## src/rtl/oam_dma_if.sv

```systemverilog
// Bus bundle for the OAM sprite DMA controller: the CPU side, the shared-memory side and the PPU OAM write port.
// The master modport is the controller's view. The slave modport is the view of the surrounding system.
interface oam_dma_if #(
    parameter int unsigned ADDR_WIDTH = 16,
    parameter int unsigned REG_WIDTH  = 8
);
    logic [ADDR_WIDTH-1:0] cpu_addr;
    logic [REG_WIDTH-1:0]  cpu_dout;
    logic                  cpu_we;
    logic                  cpu_rdy;
    logic [ADDR_WIDTH-1:0] mem_addr;
    logic                  mem_we;
    logic [REG_WIDTH-1:0]  mem_din;
    logic [REG_WIDTH-1:0]  mem_dout;
    logic [7:0]            oam_base;
    logic [7:0]            oam_addr;
    logic [REG_WIDTH-1:0]  oam_data;
    logic                  oam_we;
    logic                  dma_busy;
    logic                  dma_done;

    modport master (
        input  cpu_addr, cpu_dout, cpu_we, mem_dout, oam_base,
        output cpu_rdy, mem_addr, mem_we, mem_din, oam_addr, oam_data, oam_we, dma_busy, dma_done
    );

    modport slave (
        output cpu_addr, cpu_dout, cpu_we, mem_dout, oam_base,
        input  cpu_rdy, mem_addr, mem_we, mem_din, oam_addr, oam_data, oam_we, dma_busy, dma_done
    );
endinterface

```

## src/rtl/oam_dma_ctrl.sv

```systemverilog
// NES sprite DMA: a CPU write to $4014 copies one CPU page into PPU OAM while the CPU is held off the bus.
// At all other times CPU bus traffic passes straight through to memory.
module oam_dma_ctrl #(
    parameter int unsigned          ADDR_WIDTH   = 16,
    parameter int unsigned          REG_WIDTH    = 8,
    parameter logic [ADDR_WIDTH-1:0] DMA_REG_ADDR = 16'h4014,
    parameter int unsigned          XFER_LEN     = 256
) (
    input  logic         clk,
    input  logic         reset_n,
    oam_dma_if.master    bus
);
    localparam int unsigned IDX_WIDTH = 8;
    localparam logic [IDX_WIDTH-1:0] LAST_IDX = IDX_WIDTH'(XFER_LEN - 1);

    typedef enum logic [2:0] {IDLE, HALT, ALIGN, READ, WRITE} state_t;

    state_t                 state, state_nxt;
    logic [IDX_WIDTH-1:0]   idx, idx_nxt;
    logic [REG_WIDTH-1:0]   page, page_nxt;
    logic [7:0]             base, base_nxt;
    logic                   parity;
    logic                   dma_done, done_nxt;
    logic [ADDR_WIDTH-1:0]  dma_addr;

    assign dma_addr     = ADDR_WIDTH'({page, idx});
    assign bus.dma_done = dma_done;

    always_ff @(posedge clk or negedge reset_n) begin
        if (!reset_n) begin
            state    <= IDLE;
            idx      <= '0;
            page     <= '0;
            base     <= '0;
            parity   <= 1'b0;
            dma_done <= 1'b0;
        end else begin
            state    <= state_nxt;
            idx      <= idx_nxt;
            page     <= page_nxt;
            base     <= base_nxt;
            parity   <= ~parity;
            dma_done <= done_nxt;
        end
    end

    // Next state and outputs. Only IDLE passes CPU inputs through to the outputs.
    always_comb begin
        state_nxt    = state;
        idx_nxt      = idx;
        page_nxt     = page;
        base_nxt     = base;
        done_nxt     = 1'b0;
        bus.cpu_rdy  = 1'b0;
        bus.dma_busy = 1'b1;
        bus.mem_addr = dma_addr;
        bus.mem_we   = 1'b0;
        bus.mem_din  = '0;
        bus.oam_we   = 1'b0;
        bus.oam_addr = '0;
        bus.oam_data = '0;

        case (state)
            IDLE: begin
                bus.cpu_rdy  = 1'b1;
                bus.dma_busy = 1'b0;
                bus.mem_addr = bus.cpu_addr;
                bus.mem_we   = bus.cpu_we;
                bus.mem_din  = bus.cpu_dout;
                if (bus.cpu_we && bus.cpu_addr == DMA_REG_ADDR) begin
                    page_nxt  = bus.cpu_dout;
                    base_nxt  = bus.oam_base;
                    idx_nxt   = '0;
                    state_nxt = HALT;
                end
            end
            // An odd-parity halt cycle needs one extra cycle to get onto a read slot.
            HALT:  state_nxt = parity ? ALIGN : READ;
            ALIGN: state_nxt = READ;
            READ:  state_nxt = WRITE;
            WRITE: begin
                bus.oam_we   = 1'b1;
                bus.oam_data = bus.mem_dout;
                bus.oam_addr = base + idx;
                if (idx == LAST_IDX) begin
                    done_nxt  = 1'b1;
                    state_nxt = IDLE;
                end else begin
                    idx_nxt   = idx + IDX_WIDTH'(1);
                    state_nxt = READ;
                end
            end
            default: state_nxt = IDLE;
        endcase
    end
endmodule

```

## src/flat_wrapper.sv

```systemverilog
// flat-port wrapper written by rule: the top's interface ports become plain ports
module oam_dma_ctrl_flat 
#(
    parameter int unsigned          ADDR_WIDTH   = 16,
    parameter int unsigned          REG_WIDTH    = 8,
    parameter logic [ADDR_WIDTH-1:0] DMA_REG_ADDR = 16'h4014,
    parameter int unsigned          XFER_LEN     = 256
)
  (clk, reset_n, bus_cpu_addr, bus_cpu_dout, bus_cpu_we, bus_mem_dout, bus_oam_base, bus_cpu_rdy, bus_mem_addr, bus_mem_we, bus_mem_din, bus_oam_addr, bus_oam_data, bus_oam_we, bus_dma_busy, bus_dma_done);
  oam_dma_if #(.ADDR_WIDTH(ADDR_WIDTH), .REG_WIDTH(REG_WIDTH)) bus_i ();
  input  logic clk;
  input  logic reset_n;
  input wire logic [$bits(bus_i.cpu_addr)-1:0] bus_cpu_addr;
  input wire logic [$bits(bus_i.cpu_dout)-1:0] bus_cpu_dout;
  input wire logic [$bits(bus_i.cpu_we)-1:0] bus_cpu_we;
  input wire logic [$bits(bus_i.mem_dout)-1:0] bus_mem_dout;
  input wire logic [$bits(bus_i.oam_base)-1:0] bus_oam_base;
  output wire logic [$bits(bus_i.cpu_rdy)-1:0] bus_cpu_rdy;
  output wire logic [$bits(bus_i.mem_addr)-1:0] bus_mem_addr;
  output wire logic [$bits(bus_i.mem_we)-1:0] bus_mem_we;
  output wire logic [$bits(bus_i.mem_din)-1:0] bus_mem_din;
  output wire logic [$bits(bus_i.oam_addr)-1:0] bus_oam_addr;
  output wire logic [$bits(bus_i.oam_data)-1:0] bus_oam_data;
  output wire logic [$bits(bus_i.oam_we)-1:0] bus_oam_we;
  output wire logic [$bits(bus_i.dma_busy)-1:0] bus_dma_busy;
  output wire logic [$bits(bus_i.dma_done)-1:0] bus_dma_done;
  assign bus_i.cpu_addr = bus_cpu_addr;
  assign bus_i.cpu_dout = bus_cpu_dout;
  assign bus_i.cpu_we = bus_cpu_we;
  assign bus_i.mem_dout = bus_mem_dout;
  assign bus_i.oam_base = bus_oam_base;
  assign bus_cpu_rdy = bus_i.cpu_rdy;
  assign bus_mem_addr = bus_i.mem_addr;
  assign bus_mem_we = bus_i.mem_we;
  assign bus_mem_din = bus_i.mem_din;
  assign bus_oam_addr = bus_i.oam_addr;
  assign bus_oam_data = bus_i.oam_data;
  assign bus_oam_we = bus_i.oam_we;
  assign bus_dma_busy = bus_i.dma_busy;
  assign bus_dma_done = bus_i.dma_done;
  oam_dma_ctrl #(.ADDR_WIDTH(ADDR_WIDTH), .REG_WIDTH(REG_WIDTH), .DMA_REG_ADDR(DMA_REG_ADDR), .XFER_LEN(XFER_LEN)) u_core (.clk(clk), .reset_n(reset_n), .bus(bus_i));
endmodule
```

## config.mk

```make
export PLATFORM = sky130hd
export DESIGN_NAME = oam_dma_ctrl_flat
export DESIGN_NICKNAME = d
export VERILOG_FILES = /design/src/rtl/oam_dma_if.sv /design/src/rtl/oam_dma_ctrl.sv /design/src/flat_wrapper.sv
export SDC_FILE = /design/constraint.sdc
export NUM_CORES = 1
export LEC_CHECK = 0
export CORE_MARGIN = 8
export CORE_UTILIZATION = 42
export CTS_CLUSTER_DIAMETER = 100
export DETAILED_ROUTE_END_ITERATION = 10
export PLACE_DENSITY = 0.8
export REMOVE_ABC_BUFFERS = 1
export SYNTH_ARGS = -nofsm -noshare
export SYNTH_HDL_FRONTEND = slang
export SYNTH_SLANG_ARGS = --single-unit
```

## constraint.sdc

```tcl
create_clock -name clk -period 2.1 [get_ports clk]
set_clock_uncertainty 0.05 [all_clocks]
set_input_delay 0.315 -clock clk [delete_from_list [all_inputs] [get_ports clk]]
set_output_delay 0.315 -clock clk [all_outputs]
set_load 0.01 [all_outputs]
```

==> results of run 1 <==
==> cell usage in the layout (no fill, tap or decap), types with 4 or more instances in the layout <==
master / synthesis / layout
ha_4: 0 / 4
clkbuf_8: 0 / 5
buf_4: 0 / 43
nand2_2: 0 / 8
clkbuf_2: 0 / 7
mux2_2: 16 / 16
ha_1: 8 / 4
dfrtp_1: 29 / 29
buf_2: 3 / 24
o21ai_0: 12 / 7
nand2_1: 59 / 50
and2_1: 20 / 13
inv_1: 7 / 5
clkdlybuf4s50_1: 0 / 43
nor2_1: 9 / 9
nand3_1: 7 / 7
and2_4: 0 / 7
buf_6: 3 / 25
o21ai_2: 1 / 4
o22ai_1: 6 / 5
==> registers in the layout, summed over array words and instances (netlist names) <==
name                 flops
u_core.base              8
u_core.bus.dma_done      1
u_core.idx               8
u_core.page              8
u_core.parity            1
u_core.state             3
==> repair_timing <==
action                     CTS  global route
setup buffers               16             6
hold endpoints to repair     0             0
pin swaps                   19            20
cloned                       1             1
gates resized for setup    186            57
setup endpoints to repair   52            49
==> where the power goes <==
part / switching, mW / total, mW / internal (mW)
registers: 0.0205 / 0.611 / 0.591
clock network: 0.225 / 0.569 / 0.344
logic: 0.904 / 1.93 / 1.03
total: 1.15 / 3.11 / 1.96
==> cell families after synthesis <==
logic type               count (synthesis)  synth area share, %
XOR/XNOR                                 7                 3.06
AND/OR/NAND/NOR                        120                 30.1
buffers and inverters                   18                 4.69
multiplexers                            18                 10.0
flip-flops                              29                 36.3
adder cells (fa/ha/maj)                  9                 6.00
AO/OA/AOI/OAI                           32                 9.94
==> worst max-delay path: cells and delay by family, from the launching register on <==
family	cells	cell delay, ps
fa+ha+maj	1	260
flops	1	420
compound gates	3	460
mux	1	180
buf+inv	2	300
==> how the worst max path moves through the flow <==
stage | endpoint | slack (ps)
2_1_floorplan | u_core.base[0] | -190
3_3_place_gp | bus_oam_addr[6] | -370
3_5_place_dp | bus_oam_addr[6] | -410
4_1_cts | bus_oam_addr[7] | -180
5_1_grt | bus_oam_addr[6] | -230
6_report | bus_oam_addr[7] | -180
==> cells in the mapped netlist, types with 2 or more instances <==
cell type and count:
mux2_2 16, o211ai_1 2, nor3_1 3, inv_1 7, ha_1 8, a21oi_1 3
buf_2 3, or2_2 2, a211oi_1 2, nor2_1 9, mux2i_1 2, xor2_1 3
nor3b_1 5, nor4b_1 3, o22ai_1 6, dfrtp_1 29, nand2_1 59, or3_1 3
xnor2_1 4, buf_6 3, clkbuf_1 5, nand3_1 7, nand4_1 2, and2_1 20
o21ai_0 12
==> metal layers <==
metal / global-route usage (%) / vias up
met3: 5.02 / 13
met5: 0 / -
li1: - / 1102
met1: 21.7 / 1120
met4: 6.47 / 0
met2: 34.8 / 74
==> layout make-up <==
type / instances / area share, %
Multi-Input combinational cell: 186 / 38.0
Clock inverter: 2 / 0.976
Inverter: 7 / 0.907
Sequential cell: 29 / 20.2
Clock buffer: 5 / 1.92
Tap cell: 54 / 1.88
Timing Repair Buffer: 150 / 36.1
==> metrics by stage <==
| step | std cells | setup WS [ps] | setup TNS, ps |
|---|---|---|---|
| 2_1_floorplan | 222 | -193 | -3620 |
| 3_3_place_gp | 404 | -369 | -8700 |
| 3_5_place_dp | 404 | -412 | -9520 |
| 4_1_cts | 428 | -181 | -1160 |
| 5_1_grt | 433 | -232 | -3770 |
| 6_report | 433 | -181 | -2190 |
==> results.txt, run 1 <==
RSZ-0062 raised after global routing -> true
P_leak -> 1.81 nW
CP startpoint -> u_core.base[1]
Worst Setup Start Kind -> flop
Worst r2r dst -> u_core.page[6]
Crit-path max FO -> 2
Final Cell Area -> 3590 µm²
Unique masters post-synth -> 40
Insertion delay to the later sink of the worst-skew pair -> 290 ps
Htree depth -> 2
Syn_area_per_cell -> 8.59 µm²
Largest net degree at the start of global routing -> 30
Final Cycle Share -> 109%
Die width -> 85.0 µm
Worst R2R Start -> u_core.state[0]
DRC errors left -> 0
Critical path endpoint category -> output pin
Routed wl met3 -> 417 µm
Worst relative slew slack -> 70.9%
Reg clk slew, reported paths -> 70 ps
Number of synthesized flops with an enable pin -> 0
Cell area after synthesis -> 2000 µm²
Worst-case clock buffer depth -> 2
CTS tree -> built
Initial Utilization -> 43.0%
Worst-Margin Slew -> 436 ps
Fmax -> 438 MHz
Ports -> 88
Hold_buf cts -> 0
Critical Path Max Stage Delay -> 420 ps
Power Total -> 3.11 mW
Register bit total from synthesis -> 29
Layout fillers -> 302
Die height -> 85.0 µm
Die area -> 7230 µm²
Final hold slack -> 368 ps
Via-to-Cell Ratio -> 5.33
Multi-input gate area in the final layout -> 1360 µm²
Setup Crit Path Kind -> reg2out
Failing checks -> negative setup slack
Peak supply drop -> 0.475 mV
TritonCTS buffer count -> 5
Syn Inst Count -> 233
CP max-delay cell -> dfrtp_1
Proportion of layout cells with a drive suffix above 1 -> 44.3%
PwrDens -> 867 nW/µm²
Core area -> 4660 µm²
Placed Area -> 3190 µm²
Worst Path Required -> 1740 ps
Routability cong. -> 0.833
Final wirelength -> 7.65 mm
Worst R2R Path Depth -> 6
Synth-to-Final Area Change -> 79.2%
Register area -> 726 µm²
Final #Nets -> 431
Per-cell routed wire length -> 17.7 µm
GRT Overall Usage -> 19.4%
PortBufs -> 87
Final core occ -> 77.0%
Min-delay worst type -> in2async
Max Cap Viol -> 0
Iter 0 DRT Violations -> 95
Predominant post-synthesis flop cell -> dfrtp_1
Post-DRT Antenna Nets -> 0
ANT cells -> 0
GRT overflow -> 0
Setup-failing EPs final -> 27
First-pass GRT wire length -> 11.3 mm
Fin crit period -> 2280 ps
Antenna violations before repair -> 0
CP cell instances -> ha_4 > a211oi_4 > o21bai_2 > buf_4 > o22ai_4 > mux2i_1 > buf_2
Routed vias -> 2309
Clk sinks -> 29
Async SR Flop Fraction -> 100%
Met1 Wirelength -> 3.01 mm
Critical path arrival -> 1920 ps
Met2 wire len -> 4.08 mm
Number of global-route vias before repair -> 2253
Status -> finished, violations left
Final setup margin -> -181 ps
Post-DP HPWL -> 4.98 mm
Worst R2R Setup Slack -> 70 ps
Yosys top cell area share -> 36.3%
Row Count -> 25
Post-synthesis sequential area ratio -> 36.3%
Ys Warns -> 0
DR pass1 iterations -> 4
CTS Root Cell -> clkbuf_8
Final hold viol count -> 0
Top post-synthesis cells by area -> dfrtp_1 (36%), nand2_1 (11%), mux2_2 (9.0%), and2_1 (6.3%), ha_1 (5.0%)
Slew Limit Fails -> 0
Top Metal Used -> met4
Top cell type by total area after synthesis -> dfrtp_1
Note: power is estimated with default switching activity, not from simulation.
==> inputs of run 2 (changes only) <==
==> constraint.sdc (replaced) <==
create_clock -name clk -period 2.6 [get_ports clk]
set_clock_uncertainty 0.05 [all_clocks]
set_input_delay 0.39 -clock clk [delete_from_list [all_inputs] [get_ports clk]]
set_output_delay 0.39 -clock clk [all_outputs]
set_load 0.01 [all_outputs]
==> run 2 against run 1 <==
The flow now finishes without violations. First-iteration DRC count grew 11%. Utilization decreased by 7.1 points. Non-clock buffer count is 41 lower. Via count down 12%. Clock power decreased by 36%. Total power shrank 34%. Critical path depth decreased by 3. Die area unchanged. Worst setup slack improved by 260 ps. Combinational power shrank 38%. Critical path type unchanged. Highest routed layer unchanged.
==> results.txt, run 2 (same netlist as run 1, synthesis figures left out) <==
Top Metal Used -> met4 (unchanged)
DR pass1 iterations -> 4 (unchanged)
Dpl ws -> 31.0 ps (was -412 ps)
Initial Utilization -> 43.0% (unchanged)
Final hold viol count -> 0 (unchanged)
CP cell instances -> ha_2 > fa_2 > and2_1 > clkdlybuf4s50_1 (was ha_4 > a211oi_4 > o21bai_2 > buf_4 > o22ai_4 > mux2i_1 > buf_2)
Die area -> 7230 µm² (unchanged)
Synth-to-Final Area Change -> 62.6% (was 79.2%)
TritonCTS buffer count -> 5 (unchanged)
Worst-case clock buffer depth -> 2 (unchanged)
Routed vias -> 2030 (was 2309)
Final setup margin -> 76.5 ps (was -181 ps)
Insertion delay to the later sink of the worst-skew pair -> 290 ps (about the same)
Core area -> 4660 µm² (unchanged)
Routed wl met3 -> 220 µm (was 417 µm)
Htree depth -> 2 (unchanged)
Ports -> 88 (unchanged)
Setup TNS -> 0 ps (was -2190 ps)
Worst-Margin Slew -> 397 ps (was 436 ps)
Reg clk slew, reported paths -> 60 ps (was 70 ps)
Clk sinks -> 29 (unchanged)
GRT Overall Usage -> 17.0% (was 19.4%)
CTS tree -> built (unchanged)
Setup-failing EPs final -> 0 (was 27)
Status -> complete, no violations (was finished, violations left)
Slew Limit Fails -> 0 (unchanged)
Critical Path Max Stage Delay -> 530 ps (was 420 ps)
Final wirelength -> 6.32 mm (was 7.65 mm)
Min-delay worst type -> reg2reg (was in2async)
Top flop regs -> u_core.base x8, u_core.idx x8, u_core.page x8 (unchanged)
DRC errors left -> 0 (unchanged)
Critical path endpoint category -> output pin (unchanged)
Post-DRT Antenna Nets -> 0 (unchanged)
Max Cap Viol -> 0 (unchanged)
Most common cell after layout, fill and taps aside -> nand2_1 (unchanged)
Post-DP HPWL -> 4.74 mm (was 4.98 mm)
Routability cong. -> 0.815 (was 0.833)
First-pass GRT wire length -> 9.95 mm (was 11.3 mm)
Final #Nets -> 390 (was 431)
Proportion of layout cells with a drive suffix above 1 -> 17.1% (was 44.3%)
Largest net degree at the start of global routing -> 30 (unchanged)
Worst Setup Start Kind -> flop (unchanged)
P_leak -> 1.82 nW (was 1.81 nW)
CTS Root Cell -> clkbuf_8 (unchanged)
PortBufs -> 87 (unchanged)
Number of global-route vias before repair -> 2037 (was 2253)
Peak supply drop -> 0.546 mV (was 0.475 mV)
ANT cells -> 0 (unchanged)
Fmax -> 396 MHz
Power Total -> 2.05 mW (was 3.11 mW)
Fin crit period -> 2520 ps
Worst Path Required -> 2160 ps (was 1740 ps)
Die width -> 85.0 µm (unchanged)
Row Count -> 25 (unchanged)
Critical path arrival -> 2080 ps (was 1920 ps)
Per-cell routed wire length -> 16.1 µm (was 17.7 µm)
Final Cycle Share -> 97.1%
Commonest cells after routing, fill and taps aside -> nand2_1 (59), clkdlybuf4s50_1 (56), dfrtp_1 (28) (was nand2_1 (50), clkdlybuf4s50_1 (43), buf_4 (43))
CP max-delay cell -> fa_2 (was dfrtp_1)
GRT overflow -> 0 (unchanged)
Met1 Wirelength -> 2.63 mm (was 3.01 mm)
Final hold slack -> 382 ps (was 368 ps)
Crit-path max FO -> 3 (was 2)
Layout fillers -> 388 (was 302)
Via-to-Cell Ratio -> 5.17 (was 5.33)
Iter 0 DRT Violations -> 105 (was 95)
PwrDens -> 631 nW/µm² (was 867 nW/µm²)
Worst relative slew slack -> 73.5% (was 70.9%)
Die height -> 85.0 µm (unchanged)
Hold_buf cts -> 0 (unchanged)
Met2 wire len -> 3.38 mm (was 4.08 mm)
Setup Crit Path Kind -> reg2out (unchanged)
Antenna violations before repair -> 0 (unchanged)
==> run 2: changes by cell type in the layout (fill, tap and decap cells not counted), moves of 7 or more <==
cell,change
buf_4,-23
buf_6,-24
dlymetal6s2s_1,+26
buf_2,-24
clkbuf_2,-7
clkdlybuf4s50_1,+13
nand2_1,+9
nand2_2,-8
and2_1,+7
and2_4,-7
==> run 2: repair_timing <==
action | 4_1_cts | 5_1_grt
setup endpoints to repair | 18 | 29
pin swaps | 1 | 1
gates resized for setup | 12 | 35
setup buffers | 0 | 3
==> run 2: stage by stage <==
stage | area [µm²] | cells | util (%)
after floorplan | 1930 | 222 | -
final | 3260 | 393 | 69.9
after global placement | 3030 | 382 | 65.0
after detailed placement | 3030 | 382 | 65.0
after global routing | 3260 | 393 | 69.9
after CTS | 3130 | 390 | 67.1
==> run 2: layout make-up <==
type | count | area [µm²] | share of cell area (%)
well taps | 54 | 67.6 | 2.08
flip-flops and latches | 29 | 727 | 22.3
inverters | 7 | 28.8 | 0.884
multi-input cells | 186 | 1240 | 38.1
clock buffers | 8 | 80.1 | 2.46
repair buffers | 109 | 1110 | 34.1
==> run 2: power breakdown <==
part | leakage (nW) | internal (mW) | total [mW] | switching, mW
Combinational | 1.43 | 0.631 | 1.20 | 0.569
Sequential | 0.353 | 0.477 | 0.490 | 0.0124
Clock | 0.0395 | 0.190 | 0.364 | 0.174
==> run 2: path summary, 6_finish.rpt <==
kind	cells after the start	slack [ps]	start	end
worst max-delay path	4	80	u_core.base[0]	bus_oam_addr[1]
worst min-delay path	1	380	u_core.parity	u_core.parity
worst max register to register	6	480	u_core.state[1]	u_core.page[6]
worst min register to register	1	380	u_core.parity	u_core.parity
max in group asynchronous	2	1750	reset_n	u_core.base[1]
min in group asynchronous	2	440	reset_n	u_core.page[1]
==> run 2: worst max-delay path: cells and delay by family (launching register included) <==
family	cells	cell delay [ps]
adder cells (fa/ha/maj)	2	760
buffers and inverters	1	530
flip-flops	1	400
AND/OR/NAND/NOR	1	110
==> run 2: metal layers <==
layer,up-vias,global-route usage (%)
met5,-,0
met4,0,6.80
met3,8,3.19
met2,52,30.0
met1,960,19.7
li1,1010,-
